--- src/rtl/fifo_pkg.sv ---
// fifo_pkg: shared sizing constants for the FIFO pointer/flag controller.
//   DATA_W    payload width
//   ADDR_W    RAM address width
//   DEPTH     number of RAM entries (2**ADDR_W)
//   CNT_W     occupancy counter width (holds 0..DEPTH)
//   AF_THRESH / AE_THRESH  default almost_full / almost_empty thresholds
package fifo_pkg;
  localparam int DATA_W    = 10;
  localparam int ADDR_W    = 3;
  localparam int DEPTH     = 1 << ADDR_W;
  localparam int CNT_W     = ADDR_W + 1;
  localparam int AF_THRESH = 6;
  localparam int AE_THRESH = 2;
endpackage

--- src/rtl/fifo_ctrl_if.sv ---
// fifo_ctrl_if: bundles the producer/consumer requests, the RAM ports and
// the status outputs of one FIFO controller.
//   slave  : the controller (takes push/pop/data_in/mem_rdata, drives the rest)
//   master : the surrounding logic (producer, consumer and the RAM)
interface fifo_ctrl_if
  import fifo_pkg::*;
#(
  parameter int DATA_W = fifo_pkg::DATA_W,
  parameter int ADDR_W = fifo_pkg::ADDR_W
);
  logic              push;
  logic [DATA_W-1:0] data_in;
  logic              pop;
  logic              mem_we;
  logic [ADDR_W-1:0] mem_waddr;
  logic [DATA_W-1:0] mem_wdata;
  logic              mem_re;
  logic [ADDR_W-1:0] mem_raddr;
  logic [DATA_W-1:0] mem_rdata;
  logic [DATA_W-1:0] data_out;
  logic              valid_out;
  logic [ADDR_W:0]   count;
  logic              full;
  logic              empty;
  logic              almost_full;
  logic              almost_empty;
  logic              overflow;
  logic              underflow;

  modport slave (
    input  push, data_in, pop, mem_rdata,
    output mem_we, mem_waddr, mem_wdata, mem_re, mem_raddr,
           data_out, valid_out, count, full, empty,
           almost_full, almost_empty, overflow, underflow
  );

  modport master (
    output push, data_in, pop, mem_rdata,
    input  mem_we, mem_waddr, mem_wdata, mem_re, mem_raddr,
           data_out, valid_out, count, full, empty,
           almost_full, almost_empty, overflow, underflow
  );
endinterface

--- src/rtl/fifo_ptr.sv ---
// fifo_ptr: W-bit wrapping pointer, advances by one when en is high.
//   clk   rising-edge clock
//   reset asynchronous, active-low; clears the pointer to 0
//   en    advance request
//   ptr   current pointer value
module fifo_ptr #(
  parameter int W = 3
) (
  input  logic         clk,
  input  logic         reset,
  input  logic         en,
  output logic [W-1:0] ptr
);
  logic [W-1:0] ptr_d, ptr_q;

  // Natural modulo-2**W wrap of the adder gives the 7->0 rollover.
  always_comb begin
    ptr_d = ptr_q;
    if (en) ptr_d = ptr_q + W'(1);
  end

  always_ff @(posedge clk or negedge reset) begin
    if (!reset) ptr_q <= '0;
    else        ptr_q <= ptr_d;
  end

  assign ptr = ptr_q;
endmodule

--- src/rtl/fifo_ctrl.sv ---
// fifo_ctrl: pointer and flag controller driving an external synchronous
// dual-port RAM as a FIFO.
//   clk    rising-edge clock
//   reset  asynchronous, active-low
//   bus    fifo_ctrl_if.slave: push/data_in/pop requests, RAM write/read
//          ports, data_out/valid_out, count, full/empty, almost flags,
//          overflow/underflow pulses.
// The RAM is registered-read and read-before-write, so a simultaneous
// push+pop on a full FIFO (waddr == raddr) returns the old word.
module fifo_ctrl
  import fifo_pkg::*;
#(
  parameter int DATA_W    = fifo_pkg::DATA_W,
  parameter int ADDR_W    = fifo_pkg::ADDR_W,
  parameter int AF_THRESH = fifo_pkg::AF_THRESH,
  parameter int AE_THRESH = fifo_pkg::AE_THRESH
) (
  input logic        clk,
  input logic        reset,
  fifo_ctrl_if.slave bus
);
  localparam int CNT_BITS   = ADDR_W + 1;
  localparam int FIFO_DEPTH = 1 << ADDR_W;

  logic [CNT_BITS-1:0] count_d, count_q;
  logic                valid_out_d, valid_out_q;
  logic                overflow_d, overflow_q;
  logic                underflow_d, underflow_q;
  logic [ADDR_W-1:0]   wptr, rptr;
  logic                full, empty;
  logic                push_ok, pop_ok;

  assign full  = (count_q == CNT_BITS'(FIFO_DEPTH));
  assign empty = (count_q == '0);

  // A pop in the same cycle frees the slot a push into a full FIFO needs.
  // Both strobes are held off while reset is asserted.
  assign push_ok = reset & bus.push & (~full | bus.pop);
  assign pop_ok  = reset & bus.pop & ~empty;

  always_comb begin
    count_d = count_q;
    unique case ({push_ok, pop_ok})
      2'b10:   count_d = count_q + CNT_BITS'(1);
      2'b01:   count_d = count_q - CNT_BITS'(1);
      default: count_d = count_q;
    endcase
    valid_out_d = pop_ok;
    overflow_d  = bus.push & full & ~bus.pop;
    underflow_d = bus.pop & empty;
  end

  always_ff @(posedge clk or negedge reset) begin
    if (!reset) begin
      count_q     <= '0;
      valid_out_q <= 1'b0;
      overflow_q  <= 1'b0;
      underflow_q <= 1'b0;
    end else begin
      count_q     <= count_d;
      valid_out_q <= valid_out_d;
      overflow_q  <= overflow_d;
      underflow_q <= underflow_d;
    end
  end

  fifo_ptr #(.W(ADDR_W)) u_wptr (.clk(clk), .reset(reset), .en(push_ok), .ptr(wptr));
  fifo_ptr #(.W(ADDR_W)) u_rptr (.clk(clk), .reset(reset), .en(pop_ok),  .ptr(rptr));

  assign bus.mem_we       = push_ok;
  assign bus.mem_waddr    = wptr;
  assign bus.mem_wdata    = bus.data_in;
  assign bus.mem_re       = pop_ok;
  assign bus.mem_raddr    = rptr;
  assign bus.data_out     = bus.mem_rdata;
  assign bus.valid_out    = valid_out_q;
  assign bus.count        = count_q;
  assign bus.full         = full;
  assign bus.empty        = empty;
  assign bus.almost_full  = (count_q >= CNT_BITS'(AF_THRESH));
  assign bus.almost_empty = (count_q <= CNT_BITS'(AE_THRESH));
  assign bus.overflow     = overflow_q;
  assign bus.underflow    = underflow_q;
endmodule

--- src/flat_wrapper.sv ---
// flat-port wrapper written by rule: the top's interface ports become plain ports
module fifo_ctrl_flat import fifo_pkg::*;
#(
  parameter int DATA_W    = fifo_pkg::DATA_W,
  parameter int ADDR_W    = fifo_pkg::ADDR_W,
  parameter int AF_THRESH = fifo_pkg::AF_THRESH,
  parameter int AE_THRESH = fifo_pkg::AE_THRESH
)
  (clk, reset, bus_push, bus_data_in, bus_pop, bus_mem_rdata, bus_mem_we, bus_mem_waddr, bus_mem_wdata, bus_mem_re, bus_mem_raddr, bus_data_out, bus_valid_out, bus_count, bus_full, bus_empty, bus_almost_full, bus_almost_empty, bus_overflow, bus_underflow);
  fifo_ctrl_if #(.DATA_W(DATA_W), .ADDR_W(ADDR_W)) bus_i ();
  input logic clk;
  input logic reset;
  input wire logic [$bits(bus_i.push)-1:0] bus_push;
  input wire logic [$bits(bus_i.data_in)-1:0] bus_data_in;
  input wire logic [$bits(bus_i.pop)-1:0] bus_pop;
  input wire logic [$bits(bus_i.mem_rdata)-1:0] bus_mem_rdata;
  output wire logic [$bits(bus_i.mem_we)-1:0] bus_mem_we;
  output wire logic [$bits(bus_i.mem_waddr)-1:0] bus_mem_waddr;
  output wire logic [$bits(bus_i.mem_wdata)-1:0] bus_mem_wdata;
  output wire logic [$bits(bus_i.mem_re)-1:0] bus_mem_re;
  output wire logic [$bits(bus_i.mem_raddr)-1:0] bus_mem_raddr;
  output wire logic [$bits(bus_i.data_out)-1:0] bus_data_out;
  output wire logic [$bits(bus_i.valid_out)-1:0] bus_valid_out;
  output wire logic [$bits(bus_i.count)-1:0] bus_count;
  output wire logic [$bits(bus_i.full)-1:0] bus_full;
  output wire logic [$bits(bus_i.empty)-1:0] bus_empty;
  output wire logic [$bits(bus_i.almost_full)-1:0] bus_almost_full;
  output wire logic [$bits(bus_i.almost_empty)-1:0] bus_almost_empty;
  output wire logic [$bits(bus_i.overflow)-1:0] bus_overflow;
  output wire logic [$bits(bus_i.underflow)-1:0] bus_underflow;
  assign bus_i.push = bus_push;
  assign bus_i.data_in = bus_data_in;
  assign bus_i.pop = bus_pop;
  assign bus_i.mem_rdata = bus_mem_rdata;
  assign bus_mem_we = bus_i.mem_we;
  assign bus_mem_waddr = bus_i.mem_waddr;
  assign bus_mem_wdata = bus_i.mem_wdata;
  assign bus_mem_re = bus_i.mem_re;
  assign bus_mem_raddr = bus_i.mem_raddr;
  assign bus_data_out = bus_i.data_out;
  assign bus_valid_out = bus_i.valid_out;
  assign bus_count = bus_i.count;
  assign bus_full = bus_i.full;
  assign bus_empty = bus_i.empty;
  assign bus_almost_full = bus_i.almost_full;
  assign bus_almost_empty = bus_i.almost_empty;
  assign bus_overflow = bus_i.overflow;
  assign bus_underflow = bus_i.underflow;
  fifo_ctrl #(.DATA_W(DATA_W), .ADDR_W(ADDR_W), .AF_THRESH(AF_THRESH), .AE_THRESH(AE_THRESH)) u_core (.clk(clk), .reset(reset), .bus(bus_i));
endmodule
--- config.mk ---
export PLATFORM = sky130hd
export DESIGN_NAME = fifo_ctrl_flat
export DESIGN_NICKNAME = d
export VERILOG_FILES = /design/src/rtl/fifo_pkg.sv /design/src/rtl/fifo_ctrl_if.sv /design/src/rtl/fifo_ptr.sv /design/src/rtl/fifo_ctrl.sv /design/src/flat_wrapper.sv
export SDC_FILE = /design/constraint.sdc
export NUM_CORES = 1
export LEC_CHECK = 0
export BUFFER_PORTS_ARGS = -buffer_cell sky130_fd_sc_hd__buf_2
export CAP_MARGIN = 25
export CORE_UTILIZATION = 42
export CTS_BUF_LIST = sky130_fd_sc_hd__clkbuf_8
export CTS_CLUSTER_DIAMETER = 150
export DETAILED_ROUTE_END_ITERATION = 6
export PLACE_DENSITY = 0.82
export SKIP_LAST_GASP = 1
export SYNTH_ARGS = -nofsm -noshare
export SYNTH_HDL_FRONTEND = slang
export SYNTH_SLANG_ARGS = --single-unit
--- constraint.sdc ---
create_clock -name clk -period 3.35 [get_ports clk]
set_input_delay 0.67 -clock clk [delete_from_list [all_inputs] [get_ports clk]]
set_output_delay 0.67 -clock clk [all_outputs]
set_load 0.01 [all_outputs]
==> results of run 1 <==
[critical path: cells and delay by family, from the launching register on]
family / cells / cell delay, ns
simple gates: 2 / 1.24
fa+ha+maj: 2 / 0.69
compound gates: 3 / 0.48
flops: 1 / 0.47
[power groups by stage]
stage / clock network (uW) / logic, uW / registers (uW)
final: 140 / 380 / 306
after global placement: 0 / 374 / 297
after detailed placement: 0 / 385 / 306
after floorplan: 0 / 255 / 320
after CTS: 144 / 387 / 305
after global routing: 154 / 433 / 320
[through the flow]
stage,hold WS (ns),utilization (%),area (um^2),instances
floorplan,0.3744,-,877.1,82
global placement,0.4501,44.39,870.8,111
detailed placement,0.4517,44.39,870.8,111
CTS,0.2622,46.75,917.1,115
global route,0.2631,46.75,917.1,115
finish,0.2664,46.75,917.1,115
[flip-flops by register name (all words and copies together) (netlist names)]
name and flops:
u_core.bus.underflow 1, u_core.u_wptr.ptr 3, u_core.bus.count 4, u_core.u_rptr.ptr 3
u_core.bus.overflow 1, u_core.bus.valid_out 1
[cells in the final DEF (no fill, tap or decap), types with 2 or more instances in the layout]
cell type and n:
xnor2_1 3, xor2_1 3, a21oi_1 2, nand3_1 2, buf_2 22, ha_1 5
inv_1 6, clkbuf_8 3, nand2_1 3, mux2_2 2, o21ai_0 2, dfrtp_1 13
nor3b_1 5, buf_4 2
[area by class of cell]
cell class                 count  area [um^2]
tap                           27        33.78
fill                         197         1045
clock inverter                 1        5.005
sequential                    13        325.3
timing repair buffer          24        125.1
inverter                       6        22.52
multi-input combinational     41        364.1
clock buffer                   3        41.29
[per-layer routing]
metal  track usage [%]  up-vias  part of all wire (%)
met2             25.41       25                    52
met5                 0        -                     0
li1                  -      274                     -
met4             11.67        0                   1.5
met3             2.264       10                   6.1
met1             13.67      268                    40
[cells by family (layout without fill, tap and decap cells)]
kind of cell / count (synthesis) / count (layout) / synth area share, %
and+or+nand+nor: 15 / 15 / 11.27
muxes: 3 / 3 / 4.279
buffers and inverters: 28 / 34 / 21.40
AOI/OAI and AO/OA: 11 / 11 / 10.56
DFF: 13 / 13 / 37.09
xor gates and xnor gates: 6 / 6 / 5.993
adders and majority gates: 6 / 6 / 9.415
[worst paths after layout]
path | to | slack (ns) | cells after the start
min in group clk | u_core.u_rptr.ptr[2] | 0.46 | 1
max in group asynchronous | u_core.u_rptr.ptr[0] | 2.71 | 2
hold / removal | u_core.u_wptr.ptr[2] | 0.27 | 1
hold reg to reg | u_core.u_rptr.ptr[2] | 0.46 | 1
setup / recovery | u_core.bus.count[3] | 0.34 | 7
setup reg to reg | u_core.bus.count[3] | 0.34 | 7
==> impl_metrics.env, run 1 <==
export IMPL_status="finished clean"
export IMPL_netSwitchingFraction_pct=40.22
export IMPL_netlist_area_um2=877.1
export IMPL_rsz0062_at_grt="no"
export IMPL_final_nets=119
export IMPL_path_cells="or4b_4 > o211ai_4 > ha_1 > ha_1 > or4b_2 > o311ai_0 > o211ai_1"
export IMPL_startpoint_type="flip-flop"
export IMPL_fmax_mhz=332.4
export IMPL_wl_per_cell_um=13.30
export IMPL_initial_core_util_pct=44.71
export IMPL_maxCapViolations=0
export IMPL_vias=577
export IMPL_synth_top_area_share_pct=37.09
export IMPL_vdd_ir_drop_max_mv=0.2855
export IMPL_drive_above_1_share_pct=38.64
export IMPL_pin_count=63
export IMPL_clkPwrFrac_pct=16.9
export IMPL_synth_commonest_cells="buf_4, dfrtp_1, inv_1, ha_1, nor3b_1"
export IMPL_pwr_share_seq_pct=37.0
export IMPL_hpwl_mm=1.159
export IMPL_area_growth_pct=4.565
export IMPL_drt_pass1_iterations=4
export IMPL_crit_top_cell="ha_1"
export IMPL_drtAntennaViolNets=0
export IMPL_gp_congestion=0.7304
export IMPL_die_width_um=47.70
export IMPL_ys_ff_latch=13
export IMPL_p_leak_uw=0.0004601
export IMPL_drc=0
export IMPL_clock_path_buffers=2
export IMPL_fin_crit_ns=3.008
export IMPL_cts_tree="built"
export IMPL_r2r_start="u_core.bus.count[0]"
export IMPL_drtIter0Drc=13
export IMPL_die_area_mm2=0.002275
export IMPL_insertion_delay_ns=0.24
export IMPL_core_area_mm2=0.001962
export IMPL_finalCritPeriodShare_pct=89.80
export IMPL_yosys_most_used_dff="dfrtp_1"
export IMPL_tns_ns=0
export IMPL_post_cts_buffers=0
export IMPL_syn_nets=112
export IMPL_crit_path_end_kind="flip-flop"
export IMPL_overflow=0
export IMPL_grt_max_degree=12
export IMPL_synthTopCellsByArea="dfrtp_1, buf_4, ha_1, nor3b_1, xnor2_1"
export IMPL_required_ns=3.47
export IMPL_critPathMaxFanout=9
export IMPL_antenna_found_initial=0
export IMPL_worst_slew_pin_slew_ns=0.6048
export IMPL_hold_viol=0
export IMPL_slew_violations=0
export IMPL_cts_resized=0
export IMPL_layout_setup_ws_ns=0.3416
export IMPL_yosysMostFrequentCell="buf_4"
export IMPL_cpMaxStageDelayCell="or4b_2"
export IMPL_n_antenna_cell=0
export IMPL_row_count=16
export IMPL_grt_pass1_vias=507
export IMPL_viasPerCell=5.017
export IMPL_cts_sinks=13
export IMPL_cts_hold_buf=0
export IMPL_p_comb_share_pct=46.0
export IMPL_htreeDepth=1
export IMPL_die_h_um=47.70
export IMPL_hold_class="in2async"
export IMPL_post_place_ws_ns=0.3737
export IMPL_yosys_warnings=0
export IMPL_portBuffers=22
export IMPL_cts_clk_slew_worst_paths_ns=0.06
export IMPL_yosys_area_top_type="dfrtp_1"
export IMPL_yosys_cell_types_count=28
export IMPL_startpoint="u_core.bus.count[0]"
export IMPL_setup_violations=0
export IMPL_ys_seq_area_share_pct=37.09
export IMPL_slowest_delay_ns=0.65
export IMPL_grt_pass1_wl_mm=2.159
export IMPL_root_buffer="clkbuf_8"
export IMPL_p_total_uw=825.7
export IMPL_p_sw_uw=332.1
export IMPL_grt_usage_pct=13.99
export IMPL_arrival_ns=3.12
export IMPL_syn_inst=82
export IMPL_avgSynthCellArea_um2=10.70
export IMPL_worstSetupPathType="reg2reg"
export IMPL_slew_headroom_pct=59.31
export IMPL_async_reset_ff_share_pct=100.0
export IMPL_numCtsBuffers=3
export IMPL_powerDensity_mw_per_mm2=900.3
export IMPL_skew_ns=0.0005984
export IMPL_synth_edff_count=0
export IMPL_p_int_uw=493.6
export IMPL_postRouteWirelength_mm=1.530
Note: power is estimated with default switching activity, not from simulation.
==> run 2, diff against run 1 <==
--- a/config.mk
+++ b/config.mk
@@ -7,12 +7,14 @@
 export LEC_CHECK = 0
 export BUFFER_PORTS_ARGS = -buffer_cell sky130_fd_sc_hd__buf_2
 export CAP_MARGIN = 25
-export CORE_UTILIZATION = 42
+export CORE_UTILIZATION = 41
 export CTS_BUF_LIST = sky130_fd_sc_hd__clkbuf_8
 export CTS_CLUSTER_DIAMETER = 150
 export DETAILED_ROUTE_END_ITERATION = 6
-export PLACE_DENSITY = 0.82
+export PLACE_DENSITY = 0.81
+export SKIP_CTS_REPAIR_TIMING = 1
 export SKIP_LAST_GASP = 1
 export SYNTH_ARGS = -nofsm -noshare
 export SYNTH_HDL_FRONTEND = slang
+export SYNTH_HIERARCHICAL = 1
 export SYNTH_SLANG_ARGS = --single-unit
==> impl_metrics.env, run 2 <==
export IMPL_status="finished clean"
export IMPL_ys_seq_area_share_pct=37.36
export IMPL_layout_commonest_cell="buf_2"
export IMPL_startpoint_type="flip-flop"
export IMPL_drc=0
export IMPL_grt_usage_pct=14.40
export IMPL_htreeDepth=1
export IMPL_largest_reg_flops=4
export IMPL_area_growth_pct=4.310
export IMPL_yosys_cell_types_count=29
export IMPL_postRouteWirelength_mm=1.540
export IMPL_cp_top_family="simple AND/OR/NAND/NOR gates"
export IMPL_slew_headroom_pct=75.56
export IMPL_fin_crit_ns=2.570
export IMPL_crit_top_cell="ha_1"
export IMPL_final_nets=120
export IMPL_reg2reg_slack_ns=0.78
export IMPL_avgSynthCellArea_um2=10.49
export IMPL_reg2reg_depth=8
export IMPL_pwr_share_seq_pct=38.0
export IMPL_die_h_um=48.09
export IMPL_critPathMaxFanout=9
export IMPL_met3_length_um=134
export IMPL_core_area_mm2=0.001982
export IMPL_syn_inst=83
export IMPL_viasPerCell=5.181
export IMPL_gp_congestion=0.7740
export IMPL_place_area_um2=863.3
export IMPL_netSwitchingFraction_pct=39.94
export IMPL_antenna_found_initial=0
export IMPL_arrival_ns=2.68
export IMPL_syn_nets=113
export IMPL_maxCapViolations=0
export IMPL_clkPwrFrac_pct=16.1
export IMPL_drt_pass1_iterations=4
export IMPL_pin_count=63
export IMPL_cts_tree="built"
export IMPL_p_int_uw=494.6
export IMPL_drtIter0Drc=11
export IMPL_overflow=0
export IMPL_drtAntennaViolNets=0
export IMPL_wl_per_cell_um=13.28
export IMPL_skew_ns=0.001299
export IMPL_vias=601
export IMPL_worstSetupPathType="reg2reg"
export IMPL_synth_top_area_share_pct=37.36
export IMPL_grt_pass1_wl_mm=2.221
export IMPL_dp_cells=112
export IMPL_highest_layer="met4"
export IMPL_ys_ff_latch=13
export IMPL_wl_met1_um=610
export IMPL_drive_above_1_share_pct=33.71
export IMPL_cts_clk_slew_worst_paths_ns=0.05
export IMPL_worst_path_buf_inv=0
export IMPL_p_comb_share_pct=45.9
export IMPL_yosys_most_used_dff="dfrtp_1"
export IMPL_vdd_ir_drop_max_mv=0.3433
export IMPL_fin_hold_ws_ns=0.2628
export IMPL_clock_path_buffers=2
export IMPL_r2r_end="u_core/bus.count[3]"
export IMPL_rsz0062_at_grt="no"
export IMPL_initial_core_util_pct=43.94
export IMPL_numCtsBuffers=3
export IMPL_grt_pass1_vias=529
export IMPL_hold_viol=0
export IMPL_n_antenna_cell=0
export IMPL_grt_max_degree=11
export IMPL_row_count=16
export IMPL_cts_sinks=13
export IMPL_hpwl_mm=1.217
export IMPL_met2_length_um=770
export IMPL_powerDensity_mw_per_mm2=906.6
export IMPL_r2r_start="u_core/bus.count[0]"
export IMPL_mostFrequentLayoutCells="buf_2, dfrtp_1, inv_1, nand2_1, ha_1"
export IMPL_tns_ns=0
export IMPL_final_area_um2=908.4
export IMPL_setup_violations=0
export IMPL_required_ns=3.46
export IMPL_hold_class="in2async"
export IMPL_die_width_um=48.09
export IMPL_fill_cells=190
export IMPL_synth_commonest_cells="buf_4, dfrtp_1, ha_1, nand2_1, inv_1"
export IMPL_finalCritPeriodShare_pct=76.72
export IMPL_yosys_area_top_type="dfrtp_1"
export IMPL_cpMaxStageDelayCell="or4b_1"
export IMPL_yosys_warnings=6
export IMPL_root_buffer="clkbuf_8"
export IMPL_die_area_mm2=0.002312
export IMPL_async_reset_ff_share_pct=100.0
export IMPL_p_leak_uw=0.0004609
export IMPL_worst_slew_pin_slew_ns=0.3652
export IMPL_fmax_mhz=389.1
export IMPL_slew_violations=0
export IMPL_netlist_area_um2=870.8
export IMPL_synth_edff_count=0
export IMPL_portBuffers=22
export IMPL_synthTopCellsByArea="dfrtp_1, buf_4, ha_1, mux2_4, xnor2_1"
export IMPL_crit_path_end_kind="flip-flop"
export IMPL_yosysMostFrequentCell="buf_4"
export IMPL_path_cells="nor3_1 > and3b_1 > or2_1 > ha_1 > ha_1 > or4b_1 > o311ai_1 > o211ai_1"
export IMPL_insertion_delay_ns=0.24
export IMPL_stdcell_count=116
export IMPL_slowest_delay_ns=0.51
export IMPL_p_sw_uw=328.9
export IMPL_final_util_pct=45.83
run 2: cell count changes after synthesis, moves of 2 or more:
| cell | before | now |
|---|---|---|
| and2_1 | 1 | 3 |
| inv_1 | 6 | 4 |
| mux2_2 | 2 | 0 |
| nand2_1 | 3 | 5 |
| nor3b_1 | 5 | 3 |
run 2: worst max path at each step:
stage	start	end	slack, ns	cells after the start
floorplan	u_core/bus.count[0]	u_core/bus.count[3]	0.67	8
global placement	bus_pop	u_core/bus.count[3]	0.70	8
detailed placement	reset	u_core/bus.count[3]	0.62	8
CTS	u_core/bus.count[0]	u_core/bus.count[3]	0.77	8
global route	u_core/bus.count[0]	u_core/bus.count[3]	0.57	8
finish	u_core/bus.count[0]	u_core/bus.count[3]	0.78	8
run 2: per-layer routing:
| metal | vias to the layer above | GRT usage [%] |
|---|---|---|
| met3 | 8 | 4.906 |
| met5 | - | 0 |
| met4 | 0 | 8.889 |
| met2 | 32 | 25.14 |
| met1 | 288 | 14.65 |
| li1 | 273 | - |
run 2: power by group through the flow:
stage	Clock, uW	Combinational [uW]	Sequential [uW]
after global placement	0	365	309
final	133	378	313
after CTS	138	385	315
after global routing	146	429	329
after floorplan	0	258	322
after detailed placement	0	384	317
run 2: per-stage QoR:
stage | worst slack [ns] | total power (uW)
after floorplan | 0.6685 | 580.2
after global placement | 0.6975 | 674.6
after detailed placement | 0.6188 | 701.0
after CTS | 0.7709 | 837.4
after global routing | 0.5702 | 904.4
final | 0.7800 | 823.5
run 2: cell type report:
| cell class | count | area (um^2) | area share [%] |
|---|---|---|---|
| multi-input combinational | 44 | 364.1 | 40.08 |
| sequential | 13 | 325.3 | 35.81 |
| timing repair buffer | 24 | 125.1 | 13.77 |
| clock buffer | 3 | 41.29 | 4.545 |
| tap | 27 | 33.78 | 3.719 |
| inverter | 4 | 15.01 | 1.653 |
| clock inverter | 1 | 3.754 | 0.4132 |
run 2: logic make-up (layout without fill, tap and decap cells):
logic type,after synthesis,count (layout),share of synthesized area (%)
adder cells (fa/ha/maj),6,6,9.483
multiplexers,4,4,5.891
buffers and inverters,26,32,20.83
AND/OR/NAND/NOR,20,20,13.79
flip-flops,13,13,37.36
AO/OA/AOI/OAI,8,8,6.610
XOR/XNOR,6,6,6.036
run 2: worst reg2reg max path, stage by stage, from the launching register on:
cell and delay, ns:
dfrtp_1 0.49, nor3_1 0.10, and3b_1 0.21, or2_1 0.24
ha_1 0.30, ha_1 0.38, or4b_1 0.51, o311ai_1 0.10
o211ai_1 0.12
